**src/rtl/hfosc_sequencer.sv**
```systemverilog
// rtl/hfosc_sequencer.sv - HF oscillator power sequencer answering PMU clock requests
//
// Sequences the oscillator power-up/enable controls from the PMU clock request.
// The sequence has settle, start, drain and minimum-off intervals. Runs on the
// always-on slow clock.
//
// Ports:
//   clk          always-on slow clock, posedge
//   rst_n        asynchronous active-low reset
//   req_powerup  PMU clkhf_powerup request
//   req_enable   PMU clkhf_enable request
//   wake         external wake, forces an on-request while high
//   clr_stats    single-cycle pulse clearing on_count
//   osc_powerup  oscillator CLKHFPU
//   osc_enable   oscillator CLKHFEN
//   clk_ready    fast clock stable and usable
//   busy         sequencing in progress (POWERING, STARTING, STOPPING)
//   on_count     saturating count of cycles spent in ON
module hfosc_sequencer #(
    parameter int unsigned SETTLE_CYCLES  = 8,
    parameter int unsigned START_CYCLES   = 2,
    parameter int unsigned DRAIN_CYCLES   = 4,
    parameter int unsigned MIN_OFF_CYCLES = 16
) (
    input  logic        clk,
    input  logic        rst_n,
    input  logic        req_powerup,
    input  logic        req_enable,
    input  logic        wake,
    input  logic        clr_stats,
    output logic        osc_powerup,
    output logic        osc_enable,
    output logic        clk_ready,
    output logic        busy,
    output logic [31:0] on_count
);

    localparam int unsigned CNT_W = 16;

    localparam logic [2:0] S_OFF      = 3'd0;
    localparam logic [2:0] S_POWERING = 3'd1;
    localparam logic [2:0] S_STARTING = 3'd2;
    localparam logic [2:0] S_ON       = 3'd3;
    localparam logic [2:0] S_STOPPING = 3'd4;

    localparam logic [CNT_W-1:0] SETTLE_LD  = CNT_W'(SETTLE_CYCLES - 1);
    localparam logic [CNT_W-1:0] START_LD   = CNT_W'(START_CYCLES - 1);
    localparam logic [CNT_W-1:0] DRAIN_LD   = CNT_W'(DRAIN_CYCLES - 1);
    localparam logic [CNT_W-1:0] MIN_OFF_LD = CNT_W'(MIN_OFF_CYCLES - 1);
    localparam logic [CNT_W-1:0] CNT_ONE    = CNT_W'(1);

    logic [2:0]       state_q, state_d;
    logic [CNT_W-1:0] cnt_q, cnt_d;
    logic             osc_powerup_q, osc_powerup_d;
    logic             osc_enable_q, osc_enable_d;
    logic             clk_ready_q, clk_ready_d;
    logic             busy_q, busy_d;
    logic [31:0]      on_count_q, on_count_d;

    logic             req_on;
    logic             cnt_zero;
    logic [CNT_W-1:0] cnt_dec;

    assign req_on   = (req_powerup & req_enable) | wake;
    assign cnt_zero = (cnt_q == '0);
    // The shared counter holds at zero. In OFF, zero means min-off has elapsed,
    // so a request held off during min-off is still honoured afterwards.
    assign cnt_dec  = cnt_zero ? cnt_q : (cnt_q - CNT_ONE);

    always_comb begin
        state_d = state_q;
        cnt_d   = cnt_dec;
        case (state_q)
            S_OFF: begin
                if (req_on && cnt_zero) begin
                    state_d = S_POWERING;
                    cnt_d   = SETTLE_LD;
                end
            end
            S_POWERING: begin
                // Abort beats settle completion; enable has not risen yet, so no drain.
                if (!req_on) begin
                    state_d = S_OFF;
                    cnt_d   = MIN_OFF_LD;
                end else if (cnt_zero) begin
                    state_d = S_STARTING;
                    cnt_d   = START_LD;
                end
            end
            S_STARTING: begin
                if (!req_on) begin
                    state_d = S_STOPPING;
                    cnt_d   = DRAIN_LD;
                end else if (cnt_zero) begin
                    state_d = S_ON;
                end
            end
            S_ON: begin
                if (!req_on) begin
                    state_d = S_STOPPING;
                    cnt_d   = DRAIN_LD;
                end
            end
            S_STOPPING: begin
                // The oscillator is still running, so a renewed request resumes at once.
                if (req_on) begin
                    state_d = S_ON;
                end else if (cnt_zero) begin
                    state_d = S_OFF;
                    cnt_d   = MIN_OFF_LD;
                end
            end
            default: begin
                state_d = S_OFF;
                cnt_d   = '0;
            end
        endcase
    end

    // Outputs are decoded from the next state so that they stay registered and
    // line up with the state register.
    always_comb begin
        osc_powerup_d = (state_d != S_OFF);
        osc_enable_d  = (state_d == S_STARTING) || (state_d == S_ON) || (state_d == S_STOPPING);
        clk_ready_d   = (state_d == S_ON);
        busy_d        = (state_d == S_POWERING) || (state_d == S_STARTING) ||
                        (state_d == S_STOPPING);
    end

    always_comb begin
        on_count_d = on_count_q;
        if (clr_stats) begin
            on_count_d = '0;
        end else if ((state_q == S_ON) && (on_count_q != 32'hFFFF_FFFF)) begin
            on_count_d = on_count_q + 32'd1;
        end
    end

    always_ff @(posedge clk or negedge rst_n) begin
        if (!rst_n) begin
            state_q       <= S_OFF;
            cnt_q         <= '0;
            osc_powerup_q <= 1'b0;
            osc_enable_q  <= 1'b0;
            clk_ready_q   <= 1'b0;
            busy_q        <= 1'b0;
            on_count_q    <= '0;
        end else begin
            state_q       <= state_d;
            cnt_q         <= cnt_d;
            osc_powerup_q <= osc_powerup_d;
            osc_enable_q  <= osc_enable_d;
            clk_ready_q   <= clk_ready_d;
            busy_q        <= busy_d;
            on_count_q    <= on_count_d;
        end
    end

    assign osc_powerup = osc_powerup_q;
    assign osc_enable  = osc_enable_q;
    assign clk_ready   = clk_ready_q;
    assign busy        = busy_q;
    assign on_count    = on_count_q;

endmodule

```
**config.mk**
```make
export PLATFORM = sky130hd
export DESIGN_NAME = hfosc_sequencer
export DESIGN_NICKNAME = d
export VERILOG_FILES = /design/src/rtl/hfosc_sequencer.sv
export SDC_FILE = /design/constraint.sdc
export NUM_CORES = 1
export LEC_CHECK = 0
export CAP_MARGIN = 20
export CORE_ASPECT_RATIO = 0.7
export CORE_UTILIZATION = 35
export CTS_CLUSTER_DIAMETER = 40
export DETAILED_ROUTE_END_ITERATION = 8
export GPL_TIMING_DRIVEN = 0
export PLACE_DENSITY = 0.58
export SYNTH_ARGS = -nofsm -noshare
export SYNTH_HDL_FRONTEND = slang
export SYNTH_SLANG_ARGS = --single-unit
```
**constraint.sdc**
```tcl
create_clock -name clk -period 4 [get_ports clk]
set_clock_uncertainty 0.15 [all_clocks]
set_input_delay 0.8 -clock clk [delete_from_list [all_inputs] [get_ports clk]]
set_output_delay 0.8 -clock clk [all_outputs]
set_load 0.02 [all_outputs]
```
==> impl_results.md <==
- Post-Syn Area: 3070 um^2
- Sequential share of the synthesized area: 44.9%
- Pwr dens: 432 nW/um^2
- Vias per Instance: about 5.3
- Dpl hpwl: 5.40 mm
- Required time of the critical path: 4070 ps
- Initial Util: between 30% and 40%
- Root Driver: clkbuf_16
- Final Cycle Share: 82.7%
- Antenna Violating Nets Remaining: 0
- Finished Cell Area: 3780 um^2
- Num rows: 28
- Fmax: approximately 300 MHz
- CP Capture Type: flip-flop
- Max_cap viols: 0
- Layout Nets: 397
- RSZ-0062 raised after global routing: false
- Worst R2R Start: cnt_q[0]$_DFF_PN0_
- Setup TNS: 0 ps
- Outcome: completed
- Hold_buf cts: 0
- Max FO, Critical Path: 10
- Crit start category: flip-flop
- Post-place setup slack: between 700 and 800 ps
- GR Overflow Total: 0
- Synth Register Bits: between 50 and 60
- Hold WC Path Type: input port to async pin
- Number of flops mapped to enable cells by yosys: 0
- Register-to-register setup slack: 690 ps
- GRT Total Usage: 17.8%
- # port buffers: 40
- Worst-Skew Late Latency: approximately 290 ps
- CTS tree: yes
- Worst Setup Slack, final: a little under 700 ps
- Syn avg cell area: ~9 um^2
- ANT cells: 0
- Slew @ Worst Pin: slightly above 900 ps
- Max-slew violation count: 0
- Kind of critical path: flip-flop to flip-flop
- Setup violators final: 0
- Arr. time, crit path: 3370 ps
- First-pass GRT wire length: 12.7 mm
- DIE WIDTH: 114 um
- Routed wire length per instance: 14.8 um
- Syn_nets: 348
- Yosys warnings: 0
- Vias in the first global route: 2606
- Io pins: 42
- Antenna violations before repair: 0
- Top FF cell, synth: dfrtp_1
- Largest net degree at the start of global routing: 35
- Clock slew at reported path FFs: 70 ps
- Drt drc: 0
- Relative slew margins: between 30% and 40%
- Share of cells above drive strength 1: 7.46%
- Reg-to-reg critical path endpoint: cnt_q[0]$_DFF_PN0_
- Worst vdd ir: 0.000244 V
- TritonRoute pass-1 iters: 4
- Num CTS Buffers: 5
- DIE HEIGHT: 80.3 um
- P&R area growth vs syn: 23.4%
- Tmin final: between 3000 and 4000 ps
- Core ar.: 8480 um^2
- Fin util: 44.6%
- Synth cell types: 47
- Post CTS Setup Buffer Count: 0
- Cells after synthesis: 339
- P_leak: 1.43 nW
- Worst r2r path cells: 11
- Resized cells post-CTS: 0
- CTS sink cnt: 55
- Vias: 2705
- Fraction of registers with async set/reset: 100%
- Drt initial violations: approximately 170
- Post-Route WL: 7.54 mm
- Worst hold slack: around 350 ps
- RD Place Congestion: 0.825
- Die area: around 9000 um^2
- Final count of hold timing violations: 0
- Cell Area, Placed: around 3600 um^2
- CTS H-tree depth: 2
- Clk buf depth: 2
-- power breakdown --
group          switching, mW  internal (mW)
logic                  0.277          0.203
registers             0.0782          0.642
clock network          0.203          0.231
total                  0.559           1.08
-- how the worst max path moves through the flow --
stage	start	to
finish	cnt_q[0]$_DFF_PN0_	cnt_q[0]$_DFF_PN0_
global route	cnt_q[0]$_DFF_PN0_	cnt_q[0]$_DFF_PN0_
CTS	cnt_q[0]$_DFF_PN0_	cnt_q[0]$_DFF_PN0_
detailed placement	cnt_q[0]$_DFF_PN0_	cnt_q[0]$_DFF_PN0_
global placement	rst_n	cnt_q[0]$_DFF_PN0_
floorplan	cnt_q[1]$_DFF_PN0_	cnt_q[0]$_DFF_PN0_
-- metrics by stage --
stage | instances | total power, mW
2_1_floorplan | 339 | 1.08
3_3_place_gp | 499 | 1.20
3_5_place_dp | 500 | 1.21
4_1_cts | 508 | 1.66
5_1_grt | 509 | 1.76
6_report | 509 | 1.63
-- cells in the mapped netlist, types with 7 or more instances --
| cell type | n | area, um^2 |
|---|---|---|
| dfrtp_1 | 55 | 1380 |
| xnor2_1 | 22 | 193 |
| nor3_1 | 12 | 60.1 |
| a2111oi_0 | 10 | 87.6 |
| nor2_1 | 45 | 169 |
| or3_1 | 9 | 56.3 |
| clkbuf_1 | 13 | 48.8 |
| a31oi_1 | 9 | 56.3 |
| nand3_1 | 17 | 85.1 |
| a21o_1 | 7 | 52.6 |
| o21ai_0 | 15 | 75.1 |
| inv_1 | 15 | 56.3 |
| a21oi_1 | 29 | 145 |
| nand2_1 | 12 | 45.0 |
-- flip-flops by register name, summed over array words and instances (netlist names) --
signal and count:
state_q 3, osc_powerup 1, cnt_q 16, osc_enable 1, busy 1, on_count 32
clk_ready 1
-- layout make-up --
cell class	instances	area, um^2
multi-input cells	251	1560
flip-flops and latches	55	1380
repair buffers	42	423
clock inverters	3	20.0
fillers	857	4690
inverters	16	60.1
well taps	120	150
plain buffers	17	71.3
clock buffers	5	125
-- kinds of logic (layout without fill, tap and decap cells) --
group           after synthesis  count (layout)  synth area share (%)
simple gates                135             135                  23.6
compound gates               83              83                  17.1
flops                        55              55                  44.9
buf+inv                      33              83                  4.29
xor+xnor                     25              25                  7.14
mux                           5               5                  1.80
fa+ha+maj                     3               3                  1.22
-- placed cells by master (no fill, tap or decap), types with 3 or more instances in the layout --
cell type	Yosys	routed
xnor2_1	22	22
nand2_1	12	12
a21o_1	7	7
nor3_1	12	12
inv_1	15	15
or3_1	9	9
or2_2	3	3
buf_2	3	4
or4_1	5	5
a2111oi_0	10	10
nor2b_1	4	4
clkbuf_1	13	13
mux2_2	4	4
nand4_1	6	6
a31oi_1	9	9
nor4_1	5	5
clkdlybuf4s50_1	0	39
clkbuf_16	0	5
xor2_1	3	3
a21oi_1	29	29
ha_1	3	3
o21ai_0	15	15
nor2_1	45	45
and4_1	3	3
nand3_1	17	17
dfrtp_1	55	55
o211ai_1	3	3
-- layer usage --
| metal | up-vias | wire [um] | track usage, % |
|---|---|---|---|
| met5 | - | 0 | 0 |
| met4 | 0 | 46 | 4.55 |
| met3 | 5 | 437 | 3.40 |
| met2 | 67 | 3100 | 26.3 |
| met1 | 1300 | 3960 | 26.4 |
| li1 | 1333 | - | - |
-- critical path, stage by stage, from the launching register on --
cell and delay (ps):
dfrtp_1 440, inv_1 80, ha_1 210, or4b_2 630
nor4_4 420, inv_2 60, buf_2 200, ha_1 310
nor2_1 60, a2111oi_0 460, a31oi_1 70, o21ai_0 150
Note: power is estimated with default switching activity, not from simulation.
